==> config.mk <==
export PLATFORM = sky130hd
export DESIGN_NAME = tank_motion_ctrl
export DESIGN_NICKNAME = d
export VERILOG_FILES = /design/src/rtl/tank_motion_ctrl.sv
export SDC_FILE = /design/constraint.sdc
export NUM_CORES = 1
export LEC_CHECK = 0
export ABC_AREA = 1
export BUFFER_PORTS_ARGS = -buffer_cell sky130_fd_sc_hd__buf_4
export CAP_MARGIN = 20
export CORE_MARGIN = 5
export CORE_UTILIZATION = 34
export CTS_BUF_LIST = sky130_fd_sc_hd__clkbuf_4
export CTS_CLUSTER_SIZE = 10
export DETAILED_ROUTE_END_ITERATION = 7
export MAX_ROUTING_LAYER = met4
export PLACE_DENSITY_LB_ADDON = 0.3
export SETUP_SLACK_MARGIN = 0.2
export SYNTH_ARGS = -nofsm -noshare
export SYNTH_HDL_FRONTEND = slang
export SYNTH_SLANG_ARGS = --single-unit
==> constraint.sdc <==
create_clock -name i_clk -period 3.2 [get_ports i_clk]
set_clock_uncertainty 0.05 [all_clocks]
set_input_delay 0.8 -clock i_clk [delete_from_list [all_inputs] [get_ports i_clk]]
set_output_delay 0.8 -clock i_clk [all_outputs]
set_load 0.05 [all_outputs]
==> src/rtl/tank_motion_ctrl.sv <==
`default_nettype none
// ============================================================================
// Module   : tank_motion_ctrl
// Brief    : Per-player tank state engine: rate-limited moves/turns checked
//            against the wall map, plus a cooldown-limited fire request.
// Revision : 1.0 - initial release
// ============================================================================
module tank_motion_ctrl #(
    parameter int GAME_W        = 64,
    parameter int GAME_H        = 48,
    parameter int INIT_X        = 10,
    parameter int INIT_Y        = 24,
    parameter int INIT_DIR      = 0,
    parameter int MOVE_PERIOD   = 4,
    parameter int FIRE_COOLDOWN = 30
) (
    input  logic       i_clk,
    input  logic       i_rst_n,
    input  logic       i_tick,
    input  logic [3:0] i_btn,
    input  logic       i_fire,
    output logic       o_chk_valid,
    output logic [6:0] o_chk_x,
    output logic [6:0] o_chk_y,
    input  logic       i_chk_wall,
    output logic [6:0] o_tank_x,
    output logic [6:0] o_tank_y,
    output logic [1:0] o_tank_dir,
    output logic       o_fire_pulse,
    output logic [6:0] o_fire_x,
    output logic [6:0] o_fire_y,
    output logic [1:0] o_fire_dir,
    output logic       o_busy
);

    typedef enum logic [1:0] {
        ST_IDLE  = 2'd0,
        ST_CHECK = 2'd1,
        ST_WAIT  = 2'd2
    } state_t;

    localparam int MW = (MOVE_PERIOD > 1) ? $clog2(MOVE_PERIOD) : 1;
    localparam int FW = (FIRE_COOLDOWN > 1) ? $clog2(FIRE_COOLDOWN) : 1;

    localparam logic [MW-1:0] c_move_reload = MW'(MOVE_PERIOD - 1);
    localparam logic [FW-1:0] c_fire_reload = FW'(FIRE_COOLDOWN - 1);
    localparam logic [6:0]    c_lo          = 7'd2;
    localparam logic [6:0]    c_x_hi        = 7'(GAME_W - 3);
    localparam logic [6:0]    c_y_hi        = 7'(GAME_H - 3);
    localparam logic [1:0]    c_up          = 2'd0;
    localparam logic [1:0]    c_dn          = 2'd1;
    localparam logic [1:0]    c_lt          = 2'd2;
    localparam logic [1:0]    c_rt          = 2'd3;

    state_t          r_state;
    logic [6:0]      r_x;
    logic [6:0]      r_y;
    logic [1:0]      r_dir;
    logic [MW-1:0]   r_move_cnt;
    logic [FW-1:0]   r_fire_cnt;
    logic [2:0]      r_k;
    logic            r_blocked;
    logic            r_chk_valid;
    logic [6:0]      r_chk_x;
    logic [6:0]      r_chk_y;
    logic            r_fire_pulse;
    logic [6:0]      r_fire_x;
    logic [6:0]      r_fire_y;
    logic [1:0]      r_fire_dir;
    logic            r_busy;

    logic            w_req;
    logic [1:0]      w_req_dir;
    logic            w_step_ok;
    logic [2:0]      w_k;
    logic [6:0]      w_cell_x;
    logic [6:0]      w_cell_y;
    logic [6:0]      w_muz_x;
    logic [6:0]      w_muz_y;

    always_comb begin
        w_req     = |i_btn;
        w_req_dir = c_up;
        if (i_btn[0])      w_req_dir = c_up;
        else if (i_btn[1]) w_req_dir = c_dn;
        else if (i_btn[2]) w_req_dir = c_lt;
        else if (i_btn[3]) w_req_dir = c_rt;
    end

    // Bounds are tested on the current centre so that every subtraction
    // below (leading edge and step) only runs when it cannot underflow.
    always_comb begin
        w_step_ok = 1'b0;
        case (r_dir)
            c_up:    w_step_ok = (r_y > c_lo);
            c_dn:    w_step_ok = (r_y < c_y_hi);
            c_lt:    w_step_ok = (r_x > c_lo);
            default: w_step_ok = (r_x < c_x_hi);
        endcase
    end

    assign w_k = (r_state == ST_IDLE) ? 3'd0 : (r_k + 3'd1);

    always_comb begin
        w_cell_x = r_x;
        w_cell_y = r_y;
        case (r_dir)
            c_up: begin
                w_cell_x = r_x - 7'd2 + {4'd0, w_k};
                w_cell_y = r_y - 7'd3;
            end
            c_dn: begin
                w_cell_x = r_x - 7'd2 + {4'd0, w_k};
                w_cell_y = r_y + 7'd3;
            end
            c_lt: begin
                w_cell_x = r_x - 7'd3;
                w_cell_y = r_y - 7'd2 + {4'd0, w_k};
            end
            default: begin
                w_cell_x = r_x + 7'd3;
                w_cell_y = r_y - 7'd2 + {4'd0, w_k};
            end
        endcase
    end

    always_comb begin
        w_muz_x = r_x;
        w_muz_y = r_y;
        case (r_dir)
            c_up:    w_muz_y = r_y - 7'd3;
            c_dn:    w_muz_y = r_y + 7'd3;
            c_lt:    w_muz_x = r_x - 7'd3;
            default: w_muz_x = r_x + 7'd3;
        endcase
    end

    always_ff @(posedge i_clk or negedge i_rst_n) begin
        if (!i_rst_n) begin
            r_state      <= ST_IDLE;
            r_x          <= 7'(INIT_X);
            r_y          <= 7'(INIT_Y);
            r_dir        <= 2'(INIT_DIR);
            r_move_cnt   <= '0;
            r_fire_cnt   <= '0;
            r_k          <= 3'd0;
            r_blocked    <= 1'b0;
            r_chk_valid  <= 1'b0;
            r_chk_x      <= 7'd0;
            r_chk_y      <= 7'd0;
            r_fire_pulse <= 1'b0;
            r_fire_x     <= 7'd0;
            r_fire_y     <= 7'd0;
            r_fire_dir   <= 2'd0;
            r_busy       <= 1'b0;
        end else begin
            r_fire_pulse <= 1'b0;

            if (i_tick && (r_move_cnt != '0)) begin
                r_move_cnt <= r_move_cnt - 1'b1;
            end

            // Fire samples r_dir/r_x/r_y before any same-cycle turn lands.
            if (i_tick) begin
                if (i_fire && (r_fire_cnt == '0)) begin
                    r_fire_pulse <= 1'b1;
                    r_fire_x     <= w_muz_x;
                    r_fire_y     <= w_muz_y;
                    r_fire_dir   <= r_dir;
                    r_fire_cnt   <= c_fire_reload;
                end else if (r_fire_cnt != '0) begin
                    r_fire_cnt <= r_fire_cnt - 1'b1;
                end
            end

            case (r_state)
                ST_IDLE: begin
                    if (i_tick && (r_move_cnt == '0) && w_req) begin
                        r_move_cnt <= c_move_reload;
                        if (w_req_dir != r_dir) begin
                            r_dir <= w_req_dir;
                        end else if (w_step_ok) begin
                            r_state     <= ST_CHECK;
                            r_blocked   <= 1'b0;
                            r_k         <= 3'd0;
                            r_chk_valid <= 1'b1;
                            r_chk_x     <= w_cell_x;
                            r_chk_y     <= w_cell_y;
                            r_busy      <= 1'b1;
                        end
                    end
                end
                ST_CHECK: begin
                    // Lookup k's result arrives one cycle later, so k=0 has none yet.
                    r_blocked <= r_blocked | ((r_k != 3'd0) & i_chk_wall);
                    if (r_k == 3'd4) begin
                        r_state     <= ST_WAIT;
                        r_chk_valid <= 1'b0;
                    end else begin
                        r_k     <= r_k + 3'd1;
                        r_chk_x <= w_cell_x;
                        r_chk_y <= w_cell_y;
                    end
                end
                ST_WAIT: begin
                    if (!(r_blocked | i_chk_wall)) begin
                        case (r_dir)
                            c_up:    r_y <= r_y - 7'd1;
                            c_dn:    r_y <= r_y + 7'd1;
                            c_lt:    r_x <= r_x - 7'd1;
                            default: r_x <= r_x + 7'd1;
                        endcase
                    end
                    r_state <= ST_IDLE;
                    r_busy  <= 1'b0;
                end
                default: begin
                    r_state <= ST_IDLE;
                    r_busy  <= 1'b0;
                end
            endcase
        end
    end

    assign o_chk_valid  = r_chk_valid;
    assign o_chk_x      = r_chk_x;
    assign o_chk_y      = r_chk_y;
    assign o_tank_x     = r_x;
    assign o_tank_y     = r_y;
    assign o_tank_dir   = r_dir;
    assign o_fire_pulse = r_fire_pulse;
    assign o_fire_x     = r_fire_x;
    assign o_fire_y     = r_fire_y;
    assign o_fire_dir   = r_fire_dir;
    assign o_busy       = r_busy;

endmodule
`default_nettype wire

After elaboration in Yosys (flattened, before gate mapping). Cells that the tools add are included.

ROM bits: 0. Register bits after elaboration: 62. Bits in latches: 0. Bits in writable memories: 0. Input bits: 9. Output and inout bits: 49. Memories kept: 0. Logic and storage cells: 127.

Reduce and logical (&&, ||, !) cells: 26. Div/mod/pow operators: 0. Shift operators: 0. Multipliers: 0. Mux-type cells: 49. Bitwise gates (word level): 6. Add/sub/neg operators: 15. Equal/unequal tests: 11. Order comparisons: 4.

Operators with widths (number): 7-bit case mux with 2 select lines (8); 7-bit 2-to-1 mux (8); 7-bit by 2-bit subtractor with 7-bit output (second input constant) (4); 2-bit 2-to-1 mux (11); 3-bit 2-to-1 mux (5); 7-bit by 1-bit adder with 7-bit output (second input constant) (2); 7-bit by 2-bit adder with 7-bit output (second input constant) (2); 7-bit by 3-bit adder with 7-bit output (2); 7-bit by 2-bit > comparator with 1-bit output (second input constant) (2); 7-bit by 6-bit less-than comparator with 1-bit output (second input constant) (2); 7-bit by 1-bit subtractor with 7-bit output (second input constant) (2); 4-bit AND reduction (3); 5-bit 2-to-1 mux (2); 5-bit AND reduction (2); 1-bit 2-to-1 mux (9); 3-bit AND reduction (3); 2-bit inequality test (second input constant) (4); 2-bit nonzero test (4); 2-bit zero test (3); 1-bit case mux with 2 select lines (3); 3-bit case mux with 2 select lines (1); 5-bit zero test (1); 5-bit nonzero test (1); 5-bit by 1-bit subtractor with 5-bit output (second input constant) (1); other kinds (17) (26).

Depth between registers and ports, before layout.
Depth after elaboration: 8. Depth in mapped cells: 18. Depth with buffers taken out: 18.

Worst setup path after synthesis. Ideal clock, no wire load.

Path type: register to register. Start point: register r_y[1], in the netlist o_tank_y[1]. End point: register r_chk_y[5], in the netlist o_chk_y[5]. Period minus slack after synthesis: 2.601 ns. Path slack: 0.599 ns. Path buffers: 0. Setup time: 0.119 ns. Stages on the path, launching flop included: 14. Arrival time: 2.432 ns. Data required time: 3.031 ns. Cells stage by stage: dfrtp_1 > inv_1 > ha_1 > inv_1 > ha_1 > fa_1 > nand2_1 > a21oi_1 > nor2_1 > nand2_1 > nand3_1 > nand3_1 > nand2_1 > nand2_1.

Longest elaborated chain between the ends: 7. Elaborated cells on any way between the ends: 15. Those cells by class: add/sub: 4; order compare: 2; eq/ne: 1; mux: 7; reduce/logical: 1.

Ends and longest elaborated chain: start, declared (line 57) `logic [6:0] r_y;`; start signal, assigned (line 142) `r_y <= 7'(INIT_Y);`; start signal, assigned (line 208) `c_up: r_y <= r_y - 7'd1;`; start signal, assigned (line 209) `c_dn: r_y <= r_y + 7'd1;`; 7-bit by 2-bit subtractor with 7-bit output (line 118, 122); 7-bit by 3-bit adder with 7-bit output (line 118, 122); 7-bit case mux with 2 select lines (line 107) `case (r_dir)`; 7-bit 2-to-1 mux (line 182) `end else if (w_step_ok) begin`; 7-bit 2-to-1 mux (line 180) `if (w_req_dir != r_dir) begin`; 7-bit 2-to-1 mux (line 178) `if (i_tick && (r_move_cnt == '0) && w_req) begin`; 7-bit case mux with 2 select lines (line 176) `case (r_state)`; end signal, assigned (line 188) `r_chk_y <= w_cell_y;`; end signal, assigned (line 202) `r_chk_y <= w_cell_y;`; end, declared (line 65) `logic [6:0] r_chk_y;`.

Several ways; a longest one is shown, not always the timed one. The select of a mux whose other input is x is not followed. A chain may end at the register's enable or synchronous reset.

Final worst setup path.
Start point: register r_state[1]. End point: register r_chk_x[5], in the netlist o_chk_x[5].

Longest elaborated chain between the ends: 8. Elaborated cells on any way between the ends: 16. Those cells by class: add/sub: 1; eq/ne: 5; mux: 7; reduce/logical: 3.

Ends and longest elaborated chain: start, declared (line 55) `state_t r_state;`; start signal, assigned (line 140) `r_state <= ST_IDLE;`; start signal, assigned (line 183) `r_state <= ST_CHECK;`; start signal, assigned (line 197) `r_state <= ST_WAIT;`; 2-bit zero test (line 102, 176); 3-bit 2-to-1 mux (line 102) `assign w_k = (r_state == ST_IDLE) ? 3'd0 : (r_k + 3'd1);`; 7-bit by 3-bit adder with 7-bit output (line 109, 113); 7-bit case mux with 2 select lines (line 107); 7-bit 2-to-1 mux (line 182); 7-bit 2-to-1 mux (line 180); 7-bit 2-to-1 mux (line 178); 7-bit case mux with 2 select lines (line 176); end signal, assigned (line 187) `r_chk_x <= w_cell_x;`; end signal, assigned (line 201) `r_chk_x <= w_cell_x;`; end, declared (line 64) `logic [6:0] r_chk_x;`.

Several ways; a longest one is shown, not always the timed one. The select of a mux whose other input is x is not followed.

==> reports/metrics.cfg <==
[synthesis]
synthTopCellsByArea = sky130_fd_sc_hd__dfrtp_1 (30%), sky130_fd_sc_hd__nand2_1 (16%), sky130_fd_sc_hd__ha_1 (14%), sky130_fd_sc_hd__inv_1 (7.1%), sky130_fd_sc_hd__nand3_1 (6.5%)
synth_area_per_cell_um2 = 7.214
yosysUniqueCellTypes = 40
ys.flop_type = sky130_fd_sc_hd__dfrtp_1
yosys.area.top_type = sky130_fd_sc_hd__dfrtp_1
synthArstFlopShare_pct = 100.0
synth.ff_latch_count = 62
yosysTopAreaCellShare_pct = 30.08
yosysWarningCount = 0
netlist_area_um2 = 4826
ys_seq_area_share_pct = 32.25
synth_edf_count = 0
syn_nets = 736
netlist_instances = 669

[min_path]
worstHoldPathType = in -> async

[global_route]
first_pass_grt_wire_length_mm = 20.55
number_of_antenna_violations_at_the_first_check_in_global_routing = 0
grt_pass1_vias = 4070
pin_count_of_the_biggest_net_entering_global_routing = 63
grt_util_all_layers_pct = 15.92
globalRouteOverflowTotal = 0

[timing]
timing_max_transition_violations_final = 0
worst_slew_pin_slew_ns = 0.8243
period_utilization_post_route_pct = 85.02
achievable-frequency_mhz = 367.6
relSlewSlack_pct = 45.04
report.final.hold_viol_count = 0
period_needed_ns = 2.721
totalNegativeSetupSlack_ns = 0
finalSetupViolCount = 0
rsz0062_at_grt = false

[critical_path]
critPathArrivalTime_ns = 3.01
rr_endpoint = o_chk_x[5]$_DFFE_PN0P_
worst_ep_required_time_ns = 3.49
critical_path.startpoint = r_state[1]$_DFFE_PN0P_
ff2ff_setup_slack_ns = 0.48
worst_setup_path_endpoint = o_chk_x[5]$_DFFE_PN0P_
timing.critical_path.fanout_max = 7
worstSetupPathType = reg -> reg
endpoint_kind = register
crit-reg2reg-launch = r_state[1]$_DFFE_PN0P_
timing.reg2reg.worst_path_depth = 18
cp-start-kind = register

[cts]
clock_path_buffers = 2
tritoncts = yes
cts_resized = 0
buffers_inserted_by_post_cts_timing_repair = 0
cts_sinks = 62
clkLatencyLatePin_ns = 0.44
h_tree_lvl_count = 3
holdBufCountCts = 0
worst_setup_hold_path_clk_slew_ns = 0.12
cts-root-buf = sky130_fd_sc_hd__clkbuf_4
numCtsBuffers = 9

[route]
drt-initial-drc-count = 361
antenna_left = 0
vias = 4424
vias_per_cell = 4.835
drt_pre_antenna_iters = 5
route.final.wire_length_mm = 12.68
avgRoutedWirePerCell_um = 13.86
number_of_drc_violations_after_detailed_routing = 0

[layout]
design.final.nets = 797
most_common_library_cell_in_the_layout_ignoring_fill_and_taps = sky130_fd_sc_hd__nand2_1
layout_common_cells = sky130_fd_sc_hd__nand2_1 (201), sky130_fd_sc_hd__inv_1 (91), sky130_fd_sc_hd__nand3_1 (63), sky130_fd_sc_hd__buf_4 (63), sky130_fd_sc_hd__dfrtp_1 (58)
areaGrowthSynthToFinish_pct = 15.63
postLayoutCellArea_um2 = 5580
post_route_cells_drive_above_1_share_pct = 13.62

[placement]
io_port_bufs = 57
placement.cell_area_um2 = 5446
gpl.final_weighted_congestion = 0.8707
place.detailed.hpwl_mm = 9.462

[pwr]
power.leakage_nw = 2.953
power.ir.vdd_worst_mv = 0.2580
power_per_cell_area_nw_per_um2 = 853.3

[floorplan]
die-height_um = 129.1
design.core.area_um2 = 13880
floorplan.rows = 43
floorplan.die_area_um2 = 16680
design.portCount = 58
initial_cell_density_of_the_core_pct = 34.77
fp.dieW_um = 129.1

[run]
max_cap_viol_count = 0

[run_status]
outcome = completed

==> area by class of cell <==
type	instances	area [um2]
Fill cell	1493	8300
Multi-Input combinational cell	499	2835
Sequential cell	62	1556
Timing Repair Buffer	63	473.0
Inverter	95	356.6
Tap cell	180	225.2
Clock buffer	9	67.56
Clock inverter	6	63.81
Antenna cell	1	2.502
==> Yosys cell counts, types with 2 or more instances <==
master                     count
sky130_fd_sc_hd__nand3_1      63
sky130_fd_sc_hd__fa_1          4
sky130_fd_sc_hd__xor2_1        9
sky130_fd_sc_hd__o211ai_1      5
sky130_fd_sc_hd__inv_1        91
sky130_fd_sc_hd__nand2_1     201
sky130_fd_sc_hd__o31ai_1       2
sky130_fd_sc_hd__nand4_1      11
sky130_fd_sc_hd__inv_2         3
sky130_fd_sc_hd__o221ai_1      3
sky130_fd_sc_hd__a21boi_0      3
sky130_fd_sc_hd__buf_2         4
sky130_fd_sc_hd__nor3_1        3
sky130_fd_sc_hd__dfstp_2       4
sky130_fd_sc_hd__a31oi_1       5
sky130_fd_sc_hd__dfrtp_1      58
sky130_fd_sc_hd__nor2_2        3
sky130_fd_sc_hd__or2_2         5
sky130_fd_sc_hd__nand3b_1      2
sky130_fd_sc_hd__clkbuf_1      5
sky130_fd_sc_hd__xnor2_1       2
sky130_fd_sc_hd__a21oi_1      23
sky130_fd_sc_hd__o22ai_1       4
sky130_fd_sc_hd__nor2_1       40
sky130_fd_sc_hd__buf_6         3
sky130_fd_sc_hd__o21ai_1       2
sky130_fd_sc_hd__nor2_4        2
sky130_fd_sc_hd__o21ai_0      43
sky130_fd_sc_hd__ha_1         54
sky130_fd_sc_hd__nand3_2       2
==> worst min-delay path by stage <==
stage,start,slack (ns),to,depth (start not counted)
detailed placement,o_busy$_DFFE_PN0P_,0.41,o_busy$_DFFE_PN0P_,2
global placement,o_chk_valid$_DFFE_PN0P_,0.41,o_chk_valid$_DFFE_PN0P_,2
global route,o_busy$_DFFE_PN0P_,0.46,o_busy$_DFFE_PN0P_,2
floorplan,r_blocked$_DFFE_PN0P_,0.41,r_blocked$_DFFE_PN0P_,2
finish,i_rst_n,0.40,r_fire_cnt[2]$_DFFE_PN0P_,1
CTS,i_rst_n,0.42,r_fire_cnt[1]$_DFFE_PN0P_,1
==> where the power goes <==
part	switching, W	leakage (nW)	internal [W]
clock network	0.000325	0.0678	0.000232
logic	0.00197	2.14	0.000937
registers	0.000232	0.745	0.00107
total	0.00252	2.95	0.00224
==> logic make-up after synthesis <==
logic type               share of synthesized area (%)
buffers and inverters                            8.996
AND/OR/NAND/NOR                                  29.74
XOR/XNOR                                         1.997
adder cells (fa/ha/maj)                          15.66
flip-flops                                       32.25
AO/OA/AOI/OAI                                    11.36
==> flip-flops by register name (all words and copies together), names as in the netlist <==
signal        flops
o_tank_y          7
r_blocked         1
o_chk_x           7
o_fire_y          7
r_fire_cnt        5
r_state           2
o_fire_pulse      1
o_busy            1
o_fire_dir        2
o_tank_x          7
o_chk_y           7
o_fire_x          7
o_tank_dir        2
r_move_cnt        2
o_chk_valid       1
r_k               3
==> per-layer routing <==
| metal | up-vias | part of all wire, % | GRT usage [%] |
|---|---|---|---|
| met5 | - | 0 | - |
| met4 | 0 | 1.3 | 4.818 |
| met3 | 15 | 4.3 | 2.226 |
| met2 | 87 | 44 | 23.84 |
| met1 | 2027 | 50 | 22.37 |
| li1 | 2295 | - | - |
==> through the flow <==
stage               util [%]  std cells  hold slack, ns  setup slack [ns]  power [W]
floorplan                  -        669          0.4079            0.5991   0.003429
global placement       39.24        899          0.4097            0.5924   0.004217
detailed placement     39.24        899          0.4103            0.5260   0.004235
CTS                    40.18        914          0.4216            0.5062   0.004804
global route           40.18        914          0.4601            0.2059   0.005153
finish                 40.20        915          0.3976            0.4793   0.004762
==> critical path, stage by stage (launching register included) <==
cell	delay [ns]
sky130_fd_sc_hd__dfrtp_1	0.47
sky130_fd_sc_hd__nor2_1	0.29
sky130_fd_sc_hd__inv_1	0.19
sky130_fd_sc_hd__nand2_1	0.13
sky130_fd_sc_hd__ha_1	0.23
sky130_fd_sc_hd__inv_1	0.06
sky130_fd_sc_hd__ha_1	0.18
sky130_fd_sc_hd__inv_1	0.06
sky130_fd_sc_hd__fa_1	0.35
sky130_fd_sc_hd__inv_1	0.09
sky130_fd_sc_hd__nand2_1	0.05
sky130_fd_sc_hd__nand2_1	0.05
sky130_fd_sc_hd__nand2_1	0.06
sky130_fd_sc_hd__nand2_1	0.05
sky130_fd_sc_hd__nand2_1	0.04
sky130_fd_sc_hd__nand3_1	0.07
sky130_fd_sc_hd__nand3_1	0.09
sky130_fd_sc_hd__nand2_1	0.07
sky130_fd_sc_hd__nand2_1	0.05
Power figures use the tool's default switching activity.
